===== src/rtl/preadder_pkg.sv =====
// Shared constants and helpers for the A/D pre-adder stage: INMODE bit map,
// valid-line latency and the wrap/clamp step applied to the M_W+1 bit sum.
package preadder_pkg;

  localparam int IM_ASEL  = 0;
  localparam int IM_AZERO = 1;
  localparam int IM_DEN   = 2;
  localparam int IM_SUB   = 3;

  function automatic int calc_lat(input int areg, input int dreg, input int adreg,
                                  input bit use_d);
    if (use_d) return ((areg > dreg) ? areg : dreg) + adreg;
    return areg;
  endfunction

  // sum holds the M_W+1 bit result sign-extended to 64 bits; mw is M_W.
  function automatic logic [63:0] sat_trunc(input logic [63:0] sum, input int mw,
                                            input bit sat_en);
    logic [63:0] min_v;
    min_v = {64{1'b1}} << (mw - 1);
    if (sat_en && (sum[mw] != sum[mw-1])) return sum[mw] ? min_v : ~min_v;
    return sum;
  endfunction

endpackage


===== src/rtl/pipe_reg.sv =====
// Async-reset register with clock enable; one cycle latency when ce_i is high,
// holds its value when ce_i is low.
module pipe_reg #(
  parameter int N = 1
) (
  input  logic         clk_i,
  input  logic         rst_i,
  input  logic         ce_i,
  input  logic [N-1:0] d_i,
  output logic [N-1:0] q_o
);

  logic [N-1:0] data_q;

  always_ff @(posedge clk_i or posedge rst_i) begin
    if (rst_i)     data_q <= '0;
    else if (ce_i) data_q <= d_i;
  end

  assign q_o = data_q;

endmodule


===== src/rtl/preadder_pipe_ad.sv =====
// A/ACIN/D input pipeline and pre-adder feeding the multiplier; latency LAT=calc_lat().
// No backpressure, CEs only freeze data stages; PREADD_SAT_EN selects clamp instead of wrap.
module preadder_pipe_ad
  import preadder_pkg::*;
#(
  parameter int    A_W       = 30,
  parameter int    D_W       = 25,
  parameter int    M_W       = 25,
  parameter string A_INPUT   = "DIRECT",
  parameter int    AREG      = 2,
  parameter int    ACASCREG  = 1,
  parameter int    DREG      = 1,
  parameter int    ADREG     = 1,
  parameter int    INMODEREG = 1,
  parameter string USE_DPORT = "TRUE"
) (
  input  logic           CLK,
  input  logic           RST,
  input  logic [A_W-1:0] A,
  input  logic [A_W-1:0] ACIN,
  input  logic [D_W-1:0] D,
  input  logic [3:0]     INMODE,
  input  logic           CEA1,
  input  logic           CEA2,
  input  logic           CED,
  input  logic           CEAD,
  input  logic           CEINMODE,
  input  logic           VALID_IN,
  output logic [M_W-1:0] A_MULT,
  output logic [A_W-1:0] ACOUT,
  output logic [A_W-1:0] X_MUX_A,
  output logic           OVF,
  output logic           VALID_OUT
);

  localparam bit USE_D  = (USE_DPORT == "TRUE");
  localparam bit CASC   = (A_INPUT == "CASCADE");
  localparam int LAT    = calc_lat(AREG, DREG, ADREG, USE_D);
`ifdef PREADD_SAT_EN
  localparam bit SAT_EN = 1'b1;
`else
  localparam bit SAT_EN = 1'b0;
`endif

  logic [A_W-1:0] a1_in, a1, a2;
  logic [3:0]     inm;
  logic [M_W-1:0] aop;

  assign a1_in = CASC ? ACIN : A;

  generate
    if (AREG == 2) begin : g_areg2
      pipe_reg #(.N(A_W)) u_a1 (.clk_i(CLK), .rst_i(RST), .ce_i(CEA1), .d_i(a1_in), .q_o(a1));
      pipe_reg #(.N(A_W)) u_a2 (.clk_i(CLK), .rst_i(RST), .ce_i(CEA2), .d_i(a1),    .q_o(a2));
    end else if (AREG == 1) begin : g_areg1
      pipe_reg #(.N(A_W)) u_a1 (.clk_i(CLK), .rst_i(RST), .ce_i(CEA1), .d_i(a1_in), .q_o(a1));
      assign a2 = a1;
    end else begin : g_areg0
      assign a1 = a1_in;
      assign a2 = a1_in;
    end

    if (ACASCREG == 2)      begin : g_acout2 assign ACOUT = a2;    end
    else if (ACASCREG == 1) begin : g_acout1 assign ACOUT = a1;    end
    else                    begin : g_acout0 assign ACOUT = a1_in; end

    if (INMODEREG == 1) begin : g_inmreg
      pipe_reg #(.N(4)) u_inm (.clk_i(CLK), .rst_i(RST), .ce_i(CEINMODE), .d_i(INMODE), .q_o(inm));
    end else begin : g_inmdir
      assign inm = INMODE;
    end
  endgenerate

  assign X_MUX_A = a2;
  // A1 select lets the A operand skip the A2 stage.
  assign aop = inm[IM_AZERO] ? '0 : (inm[IM_ASEL] ? a1[M_W-1:0] : a2[M_W-1:0]);

  generate
    if (USE_D) begin : g_dport
      logic [D_W-1:0]        d_r;
      logic [M_W-1:0]        dop, res_c;
      logic signed [M_W:0]   aop_x, dop_x, sum_w;
      logic [63:0]           sat_full;
      logic                  ovf_c;
      logic                  unused_sat;

      if (DREG == 1) begin : g_dreg
        pipe_reg #(.N(D_W)) u_d (.clk_i(CLK), .rst_i(RST), .ce_i(CED), .d_i(D), .q_o(d_r));
      end else begin : g_ddir
        assign d_r = D;
      end

      assign dop      = inm[IM_DEN] ? M_W'($signed(d_r)) : '0;
      assign aop_x    = (M_W+1)'($signed(aop));
      assign dop_x    = (M_W+1)'($signed(dop));
      assign sum_w    = inm[IM_SUB] ? (dop_x - aop_x) : (dop_x + aop_x);
      assign ovf_c    = sum_w[M_W] ^ sum_w[M_W-1];
      assign sat_full = sat_trunc(64'(sum_w), M_W, SAT_EN);
      assign res_c    = sat_full[M_W-1:0];
      assign unused_sat = ^sat_full[63:M_W];

      if (ADREG == 1) begin : g_adreg
        logic [M_W:0] ad_q;
        pipe_reg #(.N(M_W+1)) u_ad (.clk_i(CLK), .rst_i(RST), .ce_i(CEAD),
                                    .d_i({ovf_c, res_c}), .q_o(ad_q));
        assign A_MULT = ad_q[M_W-1:0];
        assign OVF    = ad_q[M_W];
      end else begin : g_addir
        assign A_MULT = res_c;
        assign OVF    = ovf_c;
      end
    end else begin : g_nodport
      assign A_MULT = aop;
      assign OVF    = 1'b0;
    end

    if (LAT == 0) begin : g_vld0
      assign VALID_OUT = VALID_IN;
    end else begin : g_vld
      logic [LAT:0] vld_chain;
      assign vld_chain[0] = VALID_IN;
      for (genvar i = 0; i < LAT; i++) begin : g_stage
        pipe_reg #(.N(1)) u_v (.clk_i(CLK), .rst_i(RST), .ce_i(1'b1),
                               .d_i(vld_chain[i]), .q_o(vld_chain[i+1]));
      end
      assign VALID_OUT = vld_chain[LAT];
    end
  endgenerate

  // Some inputs are dead in particular parameterisations.
  logic unused_inputs;
  assign unused_inputs = ^{A, ACIN, D, INMODE, inm, CEA1, CEA2, CED, CEAD, CEINMODE};

endmodule


===== config.mk =====
export PLATFORM = sky130hd
export DESIGN_NAME = preadder_pipe_ad
export DESIGN_NICKNAME = d
export VERILOG_FILES = /design/src/rtl/preadder_pkg.sv /design/src/rtl/pipe_reg.sv /design/src/rtl/preadder_pipe_ad.sv
export SDC_FILE = /design/constraint.sdc
export NUM_CORES = 1
export LEC_CHECK = 0
export BUFFER_PORTS_ARGS = -buffer_cell sky130_fd_sc_hd__buf_2
export CORE_MARGIN = 2
export CORE_UTILIZATION = 58
export DETAILED_ROUTE_END_ITERATION = 6
export PLACE_DENSITY = 0.95
export SLEW_MARGIN = 30
export SYNTH_ARGS = -nofsm -noshare
export SYNTH_HDL_FRONTEND = slang
export SYNTH_SLANG_ARGS = --single-unit

===== constraint.sdc =====
create_clock -name CLK -period 7.9 [get_ports CLK]
set_clock_uncertainty 0.05 [all_clocks]
set_input_delay 0.395 -clock CLK [delete_from_list [all_inputs] [get_ports CLK]]
set_output_delay 0.395 -clock CLK [all_outputs]
set_load 0.02 [all_outputs]

==> results of run 1 <==
routing by layer:
metal	wire length [um]	up-vias
met2	8370	214
met4	482	0
met3	1220	43
met5	0	-
met1	7090	2670
li1	-	2563
logic make-up after synthesis:
family	Yosys count	share of synthesized area
xor+xnor	43	0.0551
flops	118	0.432
fa+ha+maj	27	0.0505
simple gates	164	0.124
buf+inv	44	0.0276
compound gates	109	0.102
mux	130	0.210
power groups by stage:
stage                     Combinational, mW  Sequential, mW  Clock, mW
final                                 0.915           0.812      0.747
after global placement                0.871           0.811          0
after CTS                             0.913           0.811      0.758
after detailed placement              0.897           0.817          0
after global routing                  0.995           0.828      0.787
after floorplan                       0.537           0.930          0
path summary, 6_finish.rpt:
kind,cells after the start,endpoint,from
max,18,g_dport.g_adreg.u_ad.q_o[25]$_DFFE_PP0P_,g_inmreg.u_inm.q_o[0]$_DFFE_PP0P_
min,2,g_dport.g_dreg.u_d.q_o[3]$_DFFE_PP0P_,RST
max reg2reg,18,g_dport.g_adreg.u_ad.q_o[25]$_DFFE_PP0P_,g_inmreg.u_inm.q_o[0]$_DFFE_PP0P_
min reg2reg,0,g_vld.g_stage[2].u_v.q_o$_DFF_PP0_,g_vld.g_stage[1].u_v.q_o$_DFF_PP0_
max in group asynchronous,3,g_areg2.u_a1.q_o[24]$_DFFE_PP0P_,RST
min in group CLK,1,g_vld.g_stage[0].u_v.q_o$_DFF_PP0_,VALID_IN
cells in the mapped netlist (2+ instances only):
| master | n | area (sq um) |
|---|---|---|
| a21o_1 | 10 | 75.1 |
| o211ai_1 | 4 | 30.0 |
| nand3_1 | 8 | 40.0 |
| and3_1 | 2 | 12.5 |
| o31ai_1 | 3 | 22.5 |
| and2_1 | 25 | 156 |
| clkbuf_1 | 22 | 82.6 |
| buf_2 | 4 | 20.0 |
| xnor2_1 | 30 | 263 |
| nand2_1 | 22 | 82.6 |
| a211oi_2 | 2 | 25.0 |
| a41oi_1 | 2 | 17.5 |
| or2_2 | 3 | 18.8 |
| inv_1 | 12 | 45.0 |
| nor2_1 | 63 | 236 |
| buf_1 | 2 | 7.51 |
| nor4_4 | 2 | 42.5 |
| a21oi_1 | 42 | 210 |
| buf_6 | 2 | 22.5 |
| nor2b_1 | 6 | 37.5 |
| o21ai_1 | 10 | 50.1 |
| dfrtp_1 | 118 | 2950 |
| nor4_1 | 2 | 12.5 |
| nand2b_1 | 3 | 18.8 |
| a211o_1 | 3 | 26.3 |
| ha_1 | 26 | 325 |
| mux2_2 | 105 | 1180 |
| a211oi_1 | 8 | 60.1 |
| xor2_1 | 13 | 114 |
| a31o_2 | 2 | 17.5 |
| o21ai_0 | 10 | 50.1 |
| mux2i_1 | 25 | 250 |
| nor3_1 | 13 | 65.1 |
| a31oi_1 | 4 | 25.0 |
| or3_1 | 2 | 12.5 |
worst register-to-register path: stages (launching register included):
cell and delay (ns):
dfrtp_2 0.34, buf_4 0.48, nor3_1 0.16, a211oi_1 0.52
nor2_1 0.14, and2_1 0.23, a31oi_1 0.33, a21oi_1 0.09
xor2_1 0.19, ha_1 0.36, a21oi_1 0.17, o21ai_1 0.11
a211oi_1 0.22, nand3_1 0.19, and4_1 0.20, a211oi_1 0.31
xor2_1 0.20, xor2_1 0.15, a21oi_1 0.08
through the flow:
| step | hold slack (ns) | cells | cell area, sq um | power [mW] | utilization |
|---|---|---|---|---|---|
| after floorplan | 0.281 | 635 | 6840 | 1.47 | - |
| after global placement | 0.284 | 903 | 7670 | 1.68 | 0.669 |
| after detailed placement | 0.286 | 903 | 7670 | 1.71 | 0.669 |
| after CTS | 0.0169 | 935 | 8260 | 2.48 | 0.720 |
| after global routing | 0.0173 | 935 | 8260 | 2.61 | 0.720 |
| final | 0.0276 | 935 | 8260 | 2.47 | 0.720 |
registers in the layout, summed over array words and instances, names as in the netlist:
signal                    cells
g_areg2.u_a1.q_o             30
g_areg2.u_a2.q_o             30
g_dport.g_adreg.u_ad.q_o     26
g_inmreg.u_inm.q_o            4
g_vld.g_stage.u_v.q_o         3
g_dport.g_dreg.u_d.q_o       25
area by class of cell:
cell class / instances / share of cell area
timing repair buffer: 156 / 0.0955
clock buffer: 20 / 0.0565
tap: 143 / 0.0217
inverter: 13 / 0.00621
clock inverter: 12 / 0.0145
sequential: 118 / 0.358
multi-input combinational: 473 / 0.448
==> impl_results.md, run 1 <==
- Status: finished, final reports clean
- FILL cells: 732
- GRT Util Overall: 0.279
- Final worst path period need: 4.69 ns
- Routed vias: around 5500
- PortBufs: 153
- Hpwl dp: 11700 um
- Commonest non-fill, non-tap cell in the layout: buf_2
- Crit start category: flip-flop
- Most used DFF post-synth: dfrtp_1
- # DRC: 0
- Routed WL: 17200 um
- CTS sink count: about 120
- N_diodes: 0
- GR met1 Demand/Resource: 0.343
- CP Capture Type: flip-flop
- Syn Area/Cell: 10.8 sq um
- Fin. max-slew vios: 0
- Detail Route Antenna Nets: 0
- Initial Util: 0.596
- First-pass GRT wire length: 28200 um
- Clock transition at path regs: 0.06 ns
- Final WS setup: ~3.2 ns
- Avg WL per Cell: 18.4 um
- Pwr dens: between 200 and 300 nW/um^2
- P_int: between 1.5 and 2 mW
- CP Data Arrival Time: 4.91 ns
- Setup slack, reg-to-reg: 3.21 ns
- Largest net degree at the start of global routing: 64
- Syn. warnings: 0
- Initial DRC count: 218
- Critical Path Max Stage Delay: 0.52 ns
- Post-CTS setup buffers: 0
- Worst skew pair latency: 0.42 ns
- WS Path Type: reg -> reg
- Peak VDD IR: about 0.00021 V
- I/O Pins: 184
- Core area: between 10000 and 15000 sq um
- DRT Pass-1 Iters: 5
- Gp weighted congestion: 0.878
- GR Util met3: 0.0869
- CTS root buffer: clkbuf_16
- Via-to-Cell Ratio: 5.87
- # hold bufs at CTS: 0
- Setup total negative slack: 0 ns
- # rows: 39
- CTS tree: done
- Die width: 113 um
- Clk network pwr share: 0.302
- Final period utilization: 0.593
- Setup violations, final: 0
- Cells after synthesis: 635
- Sequential Power Share: 0.328
- Actual slew at the worst max-slew pin: between 0.7 and 0.8 ns
- Worst path required time: around 8 ns
- Sw Ratio: 0.365
- RSZ-0062 raised after global routing: no
- Hold Vio Cnt, Final: 0
- Yosys reg bits: 118
- Initial antenna violation count: 0
- Post-synth ARST share: 1.00
- Worst path buffer plus inverter count: 1
- Crit path cell chain: buf_4, nor3_1, a211oi_1, nor2_1, and2_1, a31oi_1, a21oi_1, xor2_1, ha_1, a21oi_1, o21ai_1, a211oi_1, nand3_1, and4_1, a211oi_1, xor2_1, xor2_1, a21oi_1
- Syn nets: ~760
- Grt total ovfl: 0
- Ratio of cells with drive above 1 in the final layout: 0.389
- Vias in the first global route: 5623
- Worst hold-check path type: in -> async
- Post_cts resized: 0
- Chip height: 113 um
- Relative slew slack: 0.495
- H-tree depth: 4
- Max frequency: 0.213 GHz
- Most used routing layer: met2
- Final nets: 903
- Crit-path leading delay family: compound AO/OA/AOI/OAI gates
- Max FO, Critical Path: 42
- CTS buffer count: 17
- Gate power share: 0.370
- Slowest-stage cell, CP: a211oi_1
- Leak Pwr: 3.84 nW
- Multi-input gate area: 3700 sq um
- Post-Syn Area: 6840 sq um
- Most frequent cells in the layout: buf_2, dfrtp_1, mux2_2
- Reg area: just under 3000 sq um
- Max Root-Sink Buffers: 2
- Die area: 12700 sq um
- Psw: 902 uW
- GR Layer Usage met2: 0.459
- Area growth from synthesis to layout: 20.7%
- Yosys cell types: 60
- Number of synthesized flops with an enable pin: 0
- MaxCap Viol Count: 0
- Seq/Total Area, Yosys: 0.432
- DP Worst Slack: 3.28 ns
No activity file was read; power rests on OpenSTA's default activity.
==> inputs of run 2 (changes only) <==
--- a/config.mk
+++ b/config.mk
@@ -7,9 +7,9 @@
 export LEC_CHECK = 0
 export BUFFER_PORTS_ARGS = -buffer_cell sky130_fd_sc_hd__buf_2
 export CORE_MARGIN = 2
-export CORE_UTILIZATION = 58
+export CORE_UTILIZATION = 53
 export DETAILED_ROUTE_END_ITERATION = 6
-export PLACE_DENSITY = 0.95
+export PLACE_DENSITY = 0.91
 export SLEW_MARGIN = 30
 export SYNTH_ARGS = -nofsm -noshare
 export SYNTH_HDL_FRONTEND = slang
==> constraint.sdc (replaced) <==
create_clock -name CLK -period 4.4 [get_ports CLK]
set_clock_uncertainty 0.05 [all_clocks]
set_input_delay 0.22 -clock CLK [delete_from_list [all_inputs] [get_ports CLK]]
set_output_delay 0.22 -clock CLK [all_outputs]
set_load 0.02 [all_outputs]
==> run 2 against run 1 <==
Combinational power increased by 86%; sequential power increased by 81%; sequential share of layout area shrank 2.8 points; wire length up 5.4%; global-route usage decreased by 1.4 points; maximum frequency rose by 15%; cell count rose by 9.9%; critical path depth unchanged; register-to-register slack worse by 2.9 ns; hold slack got worse by 0.018 ns; sequential cell count unchanged; critical endpoint is now g_dport.g_adreg.u_ad.q_o[21]$_DFFE_PP0P_; largest cell class unchanged; highest routed layer unchanged.
==> impl_results.md, run 2 (synthesis results as in run 1) <==
- Design Power: 4.61 mW (+86%)
- Hold Path Depth: 2
- Clk network pwr share: 0.313 (+0.011)
- CTS buffer count: 17 (unchanged)
- WS Path Type: reg -> reg
- Via-to-Cell Ratio: 5.47 (-6.8%)
- Gate power share: 0.370 (about the same)
- Worst hold-check path type: in -> reg
- PortBufs: 153 (unchanged)
- FILL cells: 898 (+23%)
- GR Layer Usage met2: 0.458 (-0.000749)
- Final period utilization: 0.927 (+0.334)
- Initial Util: 0.542 (-0.0545)
- Worst reg2reg endpoint: g_dport.g_adreg.u_ad.q_o[21]$_DFFE_PP0P_
- Setup violations, final: 0 (unchanged)
- First-pass GRT wire length: 29200 um (+3.5%)
- GR met1 Demand/Resource: 0.318 (-0.0257)
- Leak Pwr: 4.16 nW (+8.4%)
- Gp weighted congestion: 0.825 (-6.0%)
- CTS root buffer: clkbuf_16
- DRT Pass-1 Iters: 4 (-1)
- # DRC: 0 (unchanged)
- Max Root-Sink Buffers: 2 (unchanged)
- Max frequency: 0.245 GHz (+15%)
- Vias in the first global route: 5743 (+2.1%)
- Relative slew slack: 0.499 (+0.00312)
- CTS sink count: 118 (unchanged)
- Die area: 13800 sq um (+9.1%)
- Final nets: 968 (+7.2%)
- Max FO, Critical Path: 11 (-74%)
- Actual slew at the worst max-slew pin: 0.752 ns (-0.00467 ns)
- Initial antenna violation count: 0 (unchanged)
- Fin. max-slew vios: 0 (unchanged)
- Sequential Power Share: 0.318 (-0.010)
- Sw Ratio: 0.346 (-0.0190)
- Core area: 12600 sq um (+10%)
- Routed WL: 18100 um (+5.4%)
- Hpwl dp: 11700 um (about the same)
- Avg WL per Cell: 17.6 um (-4.1%)
- N_diodes: 0 (unchanged)
- Multi-input gate area: 3730 sq um (+0.81%)
- Final worst path period need: 4.08 ns (-0.607 ns)
- Placed cell count: 942 (+4.3%)
- Chip height: 118 um (+4.4%)
- CP Capture Type: flip-flop
- Pwr dens: 514 nW/um^2 (+71%)
- P_int: 3.02 mW (+92%)
- Routed vias: 5625 (+2.5%)
- DP Worst Slack: 0.140 ns (-3.14 ns)
- Ratio of cells with drive above 1 in the final layout: 0.380 (-0.00922)
- Clock transition at path regs: 0.05 ns (about the same)
- Reg area: 2960 sq um (+0.13%)
- Most used routing layer: met2
- Setup total negative slack: 0 ns (unchanged)
- Crit start category: flip-flop
- Psw: 1.59 mW (+77%)
- Largest net degree at the start of global routing: 86 (+34%)
- Hold Vio Cnt, Final: 0 (unchanged)
- R2R cell count: 18 (unchanged)
- I/O Pins: 184 (unchanged)
- Grt total ovfl: 0 (unchanged)
- Layout Cells excl Fill: 1028 (+9.9%)
- H-tree depth: 4 (unchanged)
- CTS tree: done
- Initial DRC count: 274 (+26%)
- Endpoint, Worst Hold: g_dport.g_dreg.u_d.q_o[6]$_DFFE_PP0P_
- Peak VDD IR: 0.000371 V (+80%)
- Setup slack, reg-to-reg: 0.32 ns (-2.89 ns)
- GR Util met3: 0.0610 (-0.0259)
- Die width: 118 um (+4.4%)
- Worst path required time: 4.65 ns (-3.47 ns)
- Final WS setup: 0.319 ns (-2.89 ns)
- CP Data Arrival Time: 4.33 ns (-0.58 ns)
- Commonest non-fill, non-tap cell in the layout: buf_2
- GRT Util Overall: 0.266 (-0.0138)
- Most frequent cells in the layout: buf_2, dfrtp_1, mux2_2
- HP Start: D[6]
- Worst skew pair latency: 0.42 ns (about the same)
- MaxCap Viol Count: 0 (unchanged)
- Status: finished, final reports clean
- RR Startpoint: g_inmreg.u_inm.q_o[0]$_DFFE_PP0P_
- Area growth from synthesis to layout: 31.3%
- # rows: 41 (+5.1%)
- Detail Route Antenna Nets: 0 (unchanged)
-- run 2: changes by cell type in the layout (fill, tap and decap cells not counted), sizes merged --
cell,previous run,this run
bufinv,1,4
clkinvlp,5,0
buf,156,167
dlygate4sd3,0,54
inv,15,12
clkinv,4,8
-- run 2: power groups by stage --
stage               sequential (mW)  clock (mW)  combinational [mW]
finish                         1.47        1.44                1.70
global route                   1.50        1.51                1.85
detailed placement             1.48           0                1.62
CTS                            1.46        1.46                1.67
floorplan                      1.67           0               0.965
global placement               1.47           0                1.57
-- run 2: how the worst max path moves through the flow --
stage                                                  from                                        to  slack [ns]
after global routing      g_inmreg.u_inm.q_o[0]$_DFFE_PP0P_  g_dport.g_adreg.u_ad.q_o[25]$_DFFE_PP0P_      -0.004
after global placement    g_inmreg.u_inm.q_o[0]$_DFFE_PP0P_  g_dport.g_adreg.u_ad.q_o[25]$_DFFE_PP0P_        0.24
after CTS                 g_inmreg.u_inm.q_o[0]$_DFFE_PP0P_  g_dport.g_adreg.u_ad.q_o[25]$_DFFE_PP0P_        0.14
final                     g_inmreg.u_inm.q_o[0]$_DFFE_PP0P_  g_dport.g_adreg.u_ad.q_o[21]$_DFFE_PP0P_        0.32
after floorplan           g_inmreg.u_inm.q_o[0]$_DFFE_PP0P_  g_dport.g_adreg.u_ad.q_o[25]$_DFFE_PP0P_        0.02
after detailed placement  g_inmreg.u_inm.q_o[0]$_DFFE_PP0P_  g_dport.g_adreg.u_ad.q_o[25]$_DFFE_PP0P_        0.14
-- run 2: per-stage QoR --
| step | util | hold WS [ns] | instance area [sq um] |
|---|---|---|---|
| 5_1_grt | 0.711 | 0.00307 | 8980 |
| 6_report | 0.711 | 0.00937 | 8980 |
| 2_1_floorplan | - | 0.201 | 6840 |
| 3_3_place_gp | 0.616 | 0.278 | 7780 |
| 3_5_place_dp | 0.617 | 0.284 | 7780 |
| 4_1_cts | 0.707 | 0.00370 | 8920 |
-- run 2: cell type report --
class | instances | share of cell area
sequential | 118 | 0.330
tap | 172 | 0.0240
inverter | 13 | 0.00599
clock inverter | 11 | 0.0173
multi-input combinational | 473 | 0.415
clock buffer | 20 | 0.0509
timing repair buffer | 221 | 0.157
-- run 2: metal layers --
metal | share of wire | routed length [um]
met1 | 0.42 | 7530
met2 | 0.51 | 9260
met3 | 0.049 | 890
met4 | 0.023 | 412
met5 | 0 | 0
-- run 2: what timing repair did --
action	in CTS	in global routing
hold endpoints to repair	136	1
gates resized for setup	0	10
hold buffers	53	1
endpoints found under the setup margin	0	5
setup buffers	0	1
-- run 2: critical path, stage by stage (launching register included) --
cell and delay [ns]:
dfrtp_4 0.56, buf_4 0.22, a211oi_2 0.25, buf_4 0.16, nand2b_1 0.17, nor2b_1 0.08, buf_4 0.14, nor2_1 0.10
xnor2_1 0.17, ha_1 0.34, a211o_1 0.32, o211ai_1 0.09, a21oi_1 0.11, a2111oi_1 0.29, and3_1 0.24, o21ai_1 0.10
a21oi_1 0.19, xnor2_1 0.10, mux2_2 0.27
==> inputs of run 3 (changes only) <==
--- a/config.mk
+++ b/config.mk
@@ -9,7 +9,7 @@
 export CORE_MARGIN = 2
 export CORE_UTILIZATION = 53
 export DETAILED_ROUTE_END_ITERATION = 6
-export PLACE_DENSITY = 0.91
+export PLACE_DENSITY_LB_ADDON = 0.05
 export SLEW_MARGIN = 30
 export SYNTH_ARGS = -nofsm -noshare
 export SYNTH_HDL_FRONTEND = slang
==> run 3 against run 2 <==
First-iteration DRC count increased by 2.9%; largest power group unchanged; clock-buffer cell count decreased by 1; clock power decreased by 7%; maximum frequency decreased by 1.6%; core utilization increased by 0.57 points; cell count increased by 1.5%; combinational power about the same; wire length decreased by 8.2%; sequential power about the same; total power decreased by 2.0%; setup slack got worse by 0.068 ns; register-to-register slack got worse by 0.07 ns; critical endpoint is now g_dport.g_adreg.u_ad.q_o[19]$_DFFE_PP0P_.
==> impl_results.md, run 3 (synthesis results as in run 1) <==
- Status: finished, final reports clean
- Leak Pwr: 4.20 nW (+0.93%)
- Hold Vio Cnt, Final: 0 (unchanged)
- Worst path buffer plus inverter count: 2 (-1)
- Crit-path most repeated cell: a21oi_1
- Worst path required time: 4.64 ns (about the same)
- Pwr dens: 500 nW/um^2 (-2.8%)
- Slowest-stage cell, CP: dfrtp_4
- # DRC: 0 (unchanged)
- Actual slew at the worst max-slew pin: 0.745 ns (-0.00699 ns)
- Routed WL: 16600 um (-8.2%)
- Area growth from synthesis to layout: 32.3%
- Final period utilization: 0.943 (+0.0155)
- CTS sink count: 118 (unchanged)
- Grt total ovfl: 0 (unchanged)
- Die width: 118 um (unchanged)
- MaxCap Viol Count: 0 (unchanged)
- Final nets: 982 (+1.4%)
- Avg WL per Cell: 15.9 um (-9.5%)
- I/O Pins: 184 (unchanged)
- Commonest non-fill, non-tap cell in the layout: buf_2
- WS Path Type: reg -> reg
- Initial antenna violation count: 0 (unchanged)
- CTS buffer count: 17 (unchanged)
- Clock transition at path regs: 0.05 ns (about the same)
- Die area: 13800 sq um (unchanged)
- Initial DRC count: 282 (+2.9%)
- Setup total negative slack: 0 ns (unchanged)
- Relative slew slack: 0.503 (+0.00466)
- Gp weighted congestion: 0.834 (+1.1%)
- Min Hold Slack: 0.0107 ns (+0.00128 ns)
- Most frequent cells in the layout: buf_2, dfrtp_1, mux2_2
- Worst skew pair latency: 0.42 ns (about the same)
- Largest net degree at the start of global routing: 52 (-40%)
- Chip height: 118 um (unchanged)
- Ratio of cells with drive above 1 in the final layout: 0.388 (+0.00839)
- Final instance area: 9050 sq um (+0.79%)
- First-pass GRT wire length: 27600 um (-5.5%)
- Via-to-Cell Ratio: 5.35 (-2.3%)
- Crit start category: flip-flop
- CTS tree: done
- H-tree depth: 4 (unchanged)
- Crit-path leading delay family: simple AND/OR/NAND/NOR gates
- DP Worst Slack: 0.235 ns (+0.0954 ns)
- PortBufs: 153 (unchanged)
- N_diodes: 0 (unchanged)
- Crit path cell chain: clkbuf_4, nor3_2, a211oi_2, nor4_4, nor2b_2, buf_4, a21oi_1, xnor2_1, ha_1, nand3_1, nor4_1, o21ai_1, nand4bb_1, a21oi_1, o21ai_1, a21oi_1, and4b_1, or3_1
- Routed vias: 5575 (-0.89%)
- Initial Util: 0.542 (unchanged)
- CTS root buffer: clkbuf_16
- Vias in the first global route: 5754 (+0.19%)
- Fin. max-slew vios: 0 (unchanged)
- # rows: 41 (unchanged)
- DP Area: 7860 sq um (+0.93%)
- Final worst path period need: 4.15 ns (+0.0683 ns)
- Detail Route Antenna Nets: 0 (unchanged)
- Core area: 12600 sq um (unchanged)
- Final WS setup: 0.251 ns (-0.0683 ns)
- Max frequency: 0.241 GHz (-1.6%)
- CP Data Arrival Time: 4.39 ns (+0.06 ns)
- DRT Pass-1 Iters: 4 (unchanged)
- Worst hold-check path type: in -> reg
- GRT Util Overall: 0.245 (-0.0206)
- Max FO, Critical Path: 7 (-4)
- Critical Path Max Stage Delay: 0.53 ns (-0.03 ns)
- Peak VDD IR: 0.000283 V (-24%)
- Max Root-Sink Buffers: 2 (unchanged)
- Setup violations, final: 0 (unchanged)
- Hpwl dp: 11600 um (-0.34%)
- CP Capture Type: flip-flop
==> run 3: report_power, final <==
| part | internal, mW | total, mW | switching (mW) |
|---|---|---|---|
| clock | 0.842 | 1.34 | 0.494 |
| sequential | 1.30 | 1.45 | 0.152 |
| combinational | 0.772 | 1.73 | 0.958 |
==> run 3: worst paths after layout <==
check	startpoint	end	slack, ns	cells past startpoint
max	g_inmreg.u_inm.q_o[0]$_DFFE_PP0P_	g_dport.g_adreg.u_ad.q_o[19]$_DFFE_PP0P_	0.25	18
min	D[7]	g_dport.g_dreg.u_d.q_o[7]$_DFFE_PP0P_	0.01	2
max reg2reg	g_inmreg.u_inm.q_o[0]$_DFFE_PP0P_	g_dport.g_adreg.u_ad.q_o[19]$_DFFE_PP0P_	0.25	18
min reg2reg	g_vld.g_stage[0].u_v.q_o$_DFF_PP0_	g_vld.g_stage[1].u_v.q_o$_DFF_PP0_	0.30	0
max in group asynchronous	RST	g_dport.g_adreg.u_ad.q_o[23]$_DFFE_PP0P_	3.15	4
min in group asynchronous	RST	g_areg2.u_a1.q_o[0]$_DFFE_PP0P_	0.23	3
==> run 3: metrics by stage <==
| stage | utilization | std cells | total power [mW] |
|---|---|---|---|
| 6_report | 0.717 | 1043 | 4.52 |
| 2_1_floorplan | - | 635 | 2.63 |
| 5_1_grt | 0.717 | 1043 | 4.78 |
| 3_3_place_gp | 0.622 | 952 | 3.07 |
| 4_1_cts | 0.712 | 1039 | 4.51 |
| 3_5_place_dp | 0.622 | 952 | 3.12 |
==> run 3: layout make-up <==
| class | instances | area (sq um) |
|---|---|---|
| multi-input combinational | 473 | 3730 |
| fill | 943 | 3570 |
| sequential | 118 | 2960 |
| timing repair buffer | 235 | 1520 |
| clock buffer | 19 | 443 |
| tap | 172 | 215 |
| clock inverter | 13 | 133 |
| inverter | 13 | 51.3 |
==> run 3: per-layer routing <==
layer,up-vias,wire length [um],global-route usage
met3,22,899,0.0601
met1,2666,7600,0.313
met4,0,286,0.0904
met2,165,7830,0.405
met5,-,0,0
li1,2722,-,-
==> run 3: what timing repair did <==
| action | 4_1_cts | 5_1_grt |
|---|---|---|
| setup endpoints to repair | 0 | 5 |
| buffers inserted | 0 | 4 |
| resized for setup | 0 | 8 |
| hold endpoints to repair | 70 | 0 |
| hold buffers | 55 | 0 |
